===== src/rtl/endec_axis_pkg.sv =====
// Shared constants, FSM state type and config-word layout for the endec AXI4-Stream host.
package endec_axis_pkg;

    localparam int unsigned TX_BEATS     = 9;
    localparam int unsigned RX_BEATS     = 8;
    localparam int unsigned CFG_RATE_BIT = 27;
    localparam int unsigned BEAT_W       = 64;
    localparam int unsigned POLY_W       = 27;
    localparam int unsigned ENC_W        = 128;
    localparam int unsigned DEC_W        = 384;
    localparam int unsigned TX_W         = TX_BEATS * BEAT_W;
    localparam int unsigned RX_W         = RX_BEATS * BEAT_W;

    typedef enum logic [2:0] {
        IDLE,
        SEND_CFG,
        SEND_DATA,
        RECV,
        DONE
    } state_e;

    typedef struct packed {
        logic [BEAT_W-POLY_W-2:0] rsvd;
        logic                     code_rate;
        logic [POLY_W-1:0]        gen_poly;
    } cfg_word_t;

endpackage


===== src/rtl/endec_axis_collector.sv =====
// RX side: counts accepted beats, packs them MSB-first into the result image and checks tlast.
// Outputs are combinational look-ahead so the host can close the job on the accepting edge.
module endec_axis_collector
    import endec_axis_pkg::*;
#(
    parameter int unsigned RX_BEATS = 8
) (
    input  logic              clk_i,
    input  logic              rst_i,
    input  logic              clr_i,
    input  logic              beat_i,
    input  logic              last_i,
    input  logic [BEAT_W-1:0] data_i,
    output logic              rx_end_o,
    output logic              rx_err_o,
    output logic [RX_W-1:0]   rx_data_o
);

    logic [3:0]      cnt_q;
    logic [RX_W-1:0] acc_q;
    logic            done_q;
    logic            final_beat;
    logic            end_now;

    assign final_beat = (cnt_q == 4'(RX_BEATS - 1));
    assign end_now    = beat_i & (last_i | final_beat);
    assign rx_end_o   = done_q | end_now;
    // Framing is good only when tlast lands exactly on the final beat.
    assign rx_err_o   = end_now & (last_i != final_beat);

    always_comb begin
        rx_data_o = acc_q;
        for (int unsigned b = 0; b < RX_BEATS; b++) begin
            if (beat_i && (cnt_q == 4'(b))) begin
                rx_data_o[RX_W-1-BEAT_W*b -: BEAT_W] = data_i;
            end
        end
    end

    always_ff @(posedge clk_i) begin
        if (rst_i || clr_i) begin
            cnt_q  <= '0;
            acc_q  <= '0;
            done_q <= 1'b0;
        end else if (beat_i) begin
            acc_q <= rx_data_o;
            if (end_now) begin
                done_q <= 1'b1;
            end else begin
                cnt_q <= cnt_q + 4'd1;
            end
        end
    end

endmodule


===== src/rtl/endec_axis_host.sv =====
// Host-side stream endpoint: serializes one endec job into 64-bit beats and collects the result.
module endec_axis_host #(
    parameter int unsigned DATA_W   = 64,
    parameter int unsigned TX_BEATS = 9,
    parameter int unsigned RX_BEATS = 8
) (
    input  logic              sys_clk,
    input  logic              rst,
    input  logic              i_start,
    input  logic              i_code_rate,
    input  logic [26:0]       i_gen_poly_flat,
    input  logic [127:0]      i_encoder_data_frame,
    input  logic [383:0]      i_decoder_data_frame,
    output logic [DATA_W-1:0] m_axis_tdata,
    output logic              m_axis_tvalid,
    output logic              m_axis_tlast,
    input  logic              m_axis_tready,
    input  logic [DATA_W-1:0] s_axis_tdata,
    input  logic              s_axis_tvalid,
    input  logic              s_axis_tlast,
    output logic              s_axis_tready,
    output logic [383:0]      o_encoder_data,
    output logic [127:0]      o_decoder_data,
    output logic              o_busy,
    output logic              o_done,
    output logic              o_frame_error
);
    import endec_axis_pkg::*;

    state_e          state_q;
    logic [TX_W-1:0] tx_q;
    logic [3:0]      tx_cnt_q;
    cfg_word_t       cfg;
    logic            tx_hs;
    logic            rx_beat;
    logic            start_acc;
    logic            rx_active;
    logic            rx_end;
    logic            rx_err;
    logic [RX_W-1:0] rx_data;

    assign cfg       = '{rsvd: '0, code_rate: i_code_rate, gen_poly: i_gen_poly_flat};
    assign tx_hs     = m_axis_tvalid & m_axis_tready;
    assign rx_beat   = s_axis_tvalid & s_axis_tready;
    assign start_acc = (state_q == IDLE) & i_start;
    assign rx_active = (state_q == SEND_CFG) | (state_q == SEND_DATA) | (state_q == RECV);

    endec_axis_collector #(
        .RX_BEATS (RX_BEATS)
    ) u_collector (
        .clk_i     (sys_clk),
        .rst_i     (rst),
        .clr_i     (start_acc),
        .beat_i    (rx_beat),
        .last_i    (s_axis_tlast),
        .data_i    (s_axis_tdata),
        .rx_end_o  (rx_end),
        .rx_err_o  (rx_err),
        .rx_data_o (rx_data)
    );

    always_ff @(posedge sys_clk) begin
        if (rst) begin
            state_q        <= IDLE;
            tx_q           <= '0;
            tx_cnt_q       <= '0;
            m_axis_tdata   <= '0;
            m_axis_tvalid  <= 1'b0;
            m_axis_tlast   <= 1'b0;
            s_axis_tready  <= 1'b0;
            o_encoder_data <= '0;
            o_decoder_data <= '0;
            o_busy         <= 1'b0;
            o_done         <= 1'b0;
            o_frame_error  <= 1'b0;
        end else begin
            o_done <= 1'b0;
            if (rx_err) begin
                o_frame_error <= 1'b1;
            end
            // Once RX has ended, stop accepting even if TX is still running.
            if (rx_active && rx_end) begin
                s_axis_tready <= 1'b0;
            end

            case (state_q)
                IDLE: begin
                    if (i_start) begin
                        tx_q          <= {cfg, i_decoder_data_frame, i_encoder_data_frame};
                        m_axis_tdata  <= cfg;
                        m_axis_tvalid <= 1'b1;
                        m_axis_tlast  <= 1'b1;
                        tx_cnt_q      <= '0;
                        s_axis_tready <= 1'b1;
                        o_busy        <= 1'b1;
                        o_frame_error <= 1'b0;
                        state_q       <= SEND_CFG;
                    end
                end
                SEND_CFG, SEND_DATA: begin
                    if (tx_hs) begin
                        tx_q         <= tx_q << BEAT_W;
                        m_axis_tdata <= tx_q[TX_W-BEAT_W-1 -: BEAT_W];
                        m_axis_tlast <= (tx_cnt_q == 4'(TX_BEATS - 2));
                        tx_cnt_q     <= tx_cnt_q + 4'd1;
                        state_q      <= SEND_DATA;
                        if (tx_cnt_q == 4'(TX_BEATS - 1)) begin
                            m_axis_tdata  <= '0;
                            m_axis_tvalid <= 1'b0;
                            m_axis_tlast  <= 1'b0;
                            state_q       <= RECV;
                        end
                    end
                end
                RECV: begin
                    if (rx_end) begin
                        o_decoder_data <= rx_data[RX_W-1 -: ENC_W];
                        o_encoder_data <= rx_data[DEC_W-1:0];
                        o_done         <= 1'b1;
                        state_q        <= DONE;
                    end
                end
                DONE: begin
                    o_busy  <= 1'b0;
                    state_q <= IDLE;
                end
                default: state_q <= IDLE;
            endcase
        end
    end

endmodule


===== config.mk =====
export PLATFORM = sky130hd
export DESIGN_NAME = endec_axis_host
export DESIGN_NICKNAME = d
export VERILOG_FILES = /design/src/rtl/endec_axis_pkg.sv /design/src/rtl/endec_axis_collector.sv /design/src/rtl/endec_axis_host.sv
export SDC_FILE = /design/constraint.sdc
export NUM_CORES = 2
export LEC_CHECK = 0
export CAP_MARGIN = 10
export CORE_AREA = 2 2 469 471
export DETAILED_ROUTE_END_ITERATION = 8
export DIE_AREA = 0 0 471 473
export PLACE_DENSITY_LB_ADDON = 0.12
export SKIP_LAST_GASP = 1
export SLEW_MARGIN = 5
export SYNTH_ARGS = -nofsm -noshare
export SYNTH_HDL_FRONTEND = slang
export SYNTH_SLANG_ARGS = --single-unit

===== constraint.sdc =====
create_clock -name sys_clk -period 5.4 [get_ports sys_clk]
set_input_delay 1.08 -clock sys_clk [delete_from_list [all_inputs] [get_ports sys_clk]]
set_output_delay 1.08 -clock sys_clk [all_outputs]
set_load 0.05 [all_outputs]

==> flow_summary.yaml <==
synth:
  synthTopCellsByCount: "dfxtp_1, nor2_1, a211oi_1"
  synthesis.nets: 7144
  synth_compound_area_share_pct: 17.7
  ys_async_sr_fraction_pct: 0
  synth_top_area_share_pct: 54.6
  synth_edf_count: 0
  synth_simple_gate_area_share_pct: 14.1
  postSynthCellCount: 6527
  ys_seq_area_share_pct: 54.6
  synth_top_family_by_area: "compound AO/OA/AOI/OAI gates"
  synthMuxAreaShare_pct: 8.66
  ys.warnings.count: 0
  yosysUniqueCellTypes: 40
  synth-seq-cells: 1618
  synth_adder_area_share_pct: 0.148
  synth_top_area_cell: "dfxtp_1"
  synth_xor_xnor_area_share_pct: 0.0591
  netlist_area_um2: 59300
  ys.flop_type: "dfxtp_1"
  syn_area_per_cell_um2: 9.08
  synthTopCellsByArea: "dfxtp_1, a211oi_1, nor2_1"
  post-synth-top-count-cell: "dfxtp_1"
timing:
  clock_skew_ps: 60.1
  max_freq_mhz: 288
  relSlewSlack_pct: 21.6
  period_needed_ps: 3470
  setup_viol: 0
  drv_slew: 0
  post-route-period-util_pct: 64.3
  hold_violations: 0
  rsz0062_at_grt: "false"
  worst_pin_slew_ps: 1180
  tns_ps: 0
critical_path:
  critical_path.top_delay_family: "buffers and inverters"
  crit_fanout: 10
  cp.arrival_ps: 2390
  crit_buf_inv: 1
  critPathLaunchType: "register"
  worst-endpoint-required_ps: 4320
  critPathKind: "reg2out"
  path_cells: "clkdlybuf4s50_1"
  cpPeakStageDelay_ps: 1010
  end_kind: "primary output"
  worst_path_max_delay_cell: "clkdlybuf4s50_1"
die:
  start_util_pct: 27.2
  die-height_um: 473
  core-area_um2: 218000
  die-area_um2: 223000
  pin_count: 1192
  die_w_um: 471
  rows: 172
power_and_ir_drop:
  powerDensity_nw_per_um2: 482
  power.net_switching_uw: 13800
  p_leak_uw: 0.0272
  intPower_uw: 24900
  seq_power_share_pct: 37.8
  peakVddDrop_mv: 0.995
  swShare_pct: 35.7
  p_comb_share_pct: 26.8
  clockPowerShare_pct: 35.4
clock_tree:
  htreeDepth: 4
  cts_buffers: 187
  post-cts-setup-buffers: 0
  cts_resized: 0
  clock_path_buffers: 3
  cts_tree: "built"
  cts.clk_slew.worst_paths_ps: 60
  cts_hold_buf: 0
  clock_latency_ps: 850
  clock-sinks: 1618
  cts-root-buf: "clkbuf_16"
placed_design:
  portBuffers: 1191
  hpwl_um: 181000
  globalplace.congestion: 0.857
  place_area_um2: 73400
grt:
  grt_max_degree: 216
  grt_pass1_vias: 48800
  grtUsageTotal_pct: 22.6
  grt_pass1_wl_um: 370000
  grt_antenna_before_repair: 141
  grt_overflow: 0
drt:
  wl_um: 261000
  post_drt_via_cell_ratio: 4.85
  firstDrtPassIters: 5
  drtAntennaViolNets: 0
  drc: 0
  drt-initial-drc-count: 3320
  wl_per_cell_um: 25.0
  vias: 50600
cells_and_area:
  area_delta_synth_final_pct: 35.6
  seq_area_um2: 32400
  fin_nets: 7973
  drive_gt1_share_pct: 5.85
  multiInputGateArea_um2: 24200
  fillCellCount: 22500
  postLayoutCellArea_um2: 80400
flow_run:
  maxCapViolCount: 0
run_status:
  outcome: "finished clean"
hold_path:
  hp-class: "reg2reg"
sequential cells by signal, indices dropped and copies added (netlist names), 3 cells and up:
register	flops
o_decoder_data	128
o_encoder_data	384
u_collector.acc_q	512
m_axis_tdata	64
tx_cnt_q	4
u_collector.cnt_q	4
state_q	3
tx_q	512
metrics by stage:
stage               utilization [%]  std cells  setup slack (ps)  total power, uW  hold WS (ps)
CTS                            36.8      10400              1870            39100           453
global placement               33.7      10000              1520            25200           440
global route                   36.8      10400              1860            40700           466
floorplan                         -       6527              2740            21300           432
detailed placement             33.7      10000              1440            25300           445
finish                         36.8      10400              1930            38700           450
layout by cell type (no fill, tap or decap), types with 2 or more instances in the layout:
cell                n
a211oi_1          962
a21oi_1           521
a221oi_1           28
a22o_1             36
a31oi_1             2
and3_1              2
buf_12             45
buf_4              56
bufinv_16          18
clkbuf_1           31
clkbuf_16         188
clkbuf_8           58
clkdlybuf4s50_1  1190
clkinv_16          12
clkinv_2           34
clkinv_4            3
clkinvlp_4          5
dfxtp_1          1618
diode_2            57
ha_1                7
inv_1               7
inv_16              2
mux2i_1           513
nand2_1           517
nand2b_1            3
nand3_1            73
nand3b_1            3
nor2_1           1510
nor2_4              6
nor2b_1             2
nor3_1             32
nor3_2              4
o21ai_0             9
xnor2_1             2
xor2_1              2
final cells by class:
| type | count | share of cell area [%] |
|---|---|---|
| clock inverter | 75 | 1.47 |
| sequential | 1618 | 40.3 |
| inverter | 7 | 0.0327 |
| timing repair buffer | 1292 | 16.5 |
| multi-input combinational | 4250 | 30.1 |
| clock buffer | 277 | 6.99 |
| antenna | 57 | 0.177 |
| tap | 2871 | 4.47 |
cells by family after synthesis:
| family | Yosys count |
|---|---|
| fa+ha+maj | 7 |
| mux | 513 |
| flops | 1618 |
| xor+xnor | 4 |
| buf+inv | 659 |
| compound gates | 1563 |
| simple gates | 2163 |
power by group through the flow:
stage | logic, uW | registers (uW) | clock network, uW
3_3_place_gp | 10400 | 14800 | 0
5_1_grt | 11400 | 14800 | 14500
3_5_place_dp | 10400 | 14900 | 0
4_1_cts | 10500 | 14600 | 14000
2_1_floorplan | 6230 | 15000 | 0
6_report | 10400 | 14600 | 13700
path summary, 6_finish.rpt:
| kind | from | slack [ps] | cells past startpoint | to |
|---|---|---|---|---|
| max reg2reg | state_q[0] | 2300 | 6 | tx_q[502] |
| min reg2reg | tx_q[62] | 450 | 2 | tx_q[62] |
| min | tx_q[62] | 450 | 2 | tx_q[62] |
| max | s_axis_tready | 1930 | 1 | s_axis_tready |
metal layers:
layer / part of all wire, % / track usage [%]
met1: 44 / 29.5
met4: 4.0 / 9.13
met5: 0.19 / 0
met3: 7.0 / 6.63
met2: 44 / 34.8
No activity file was read; power rests on OpenSTA's default activity.
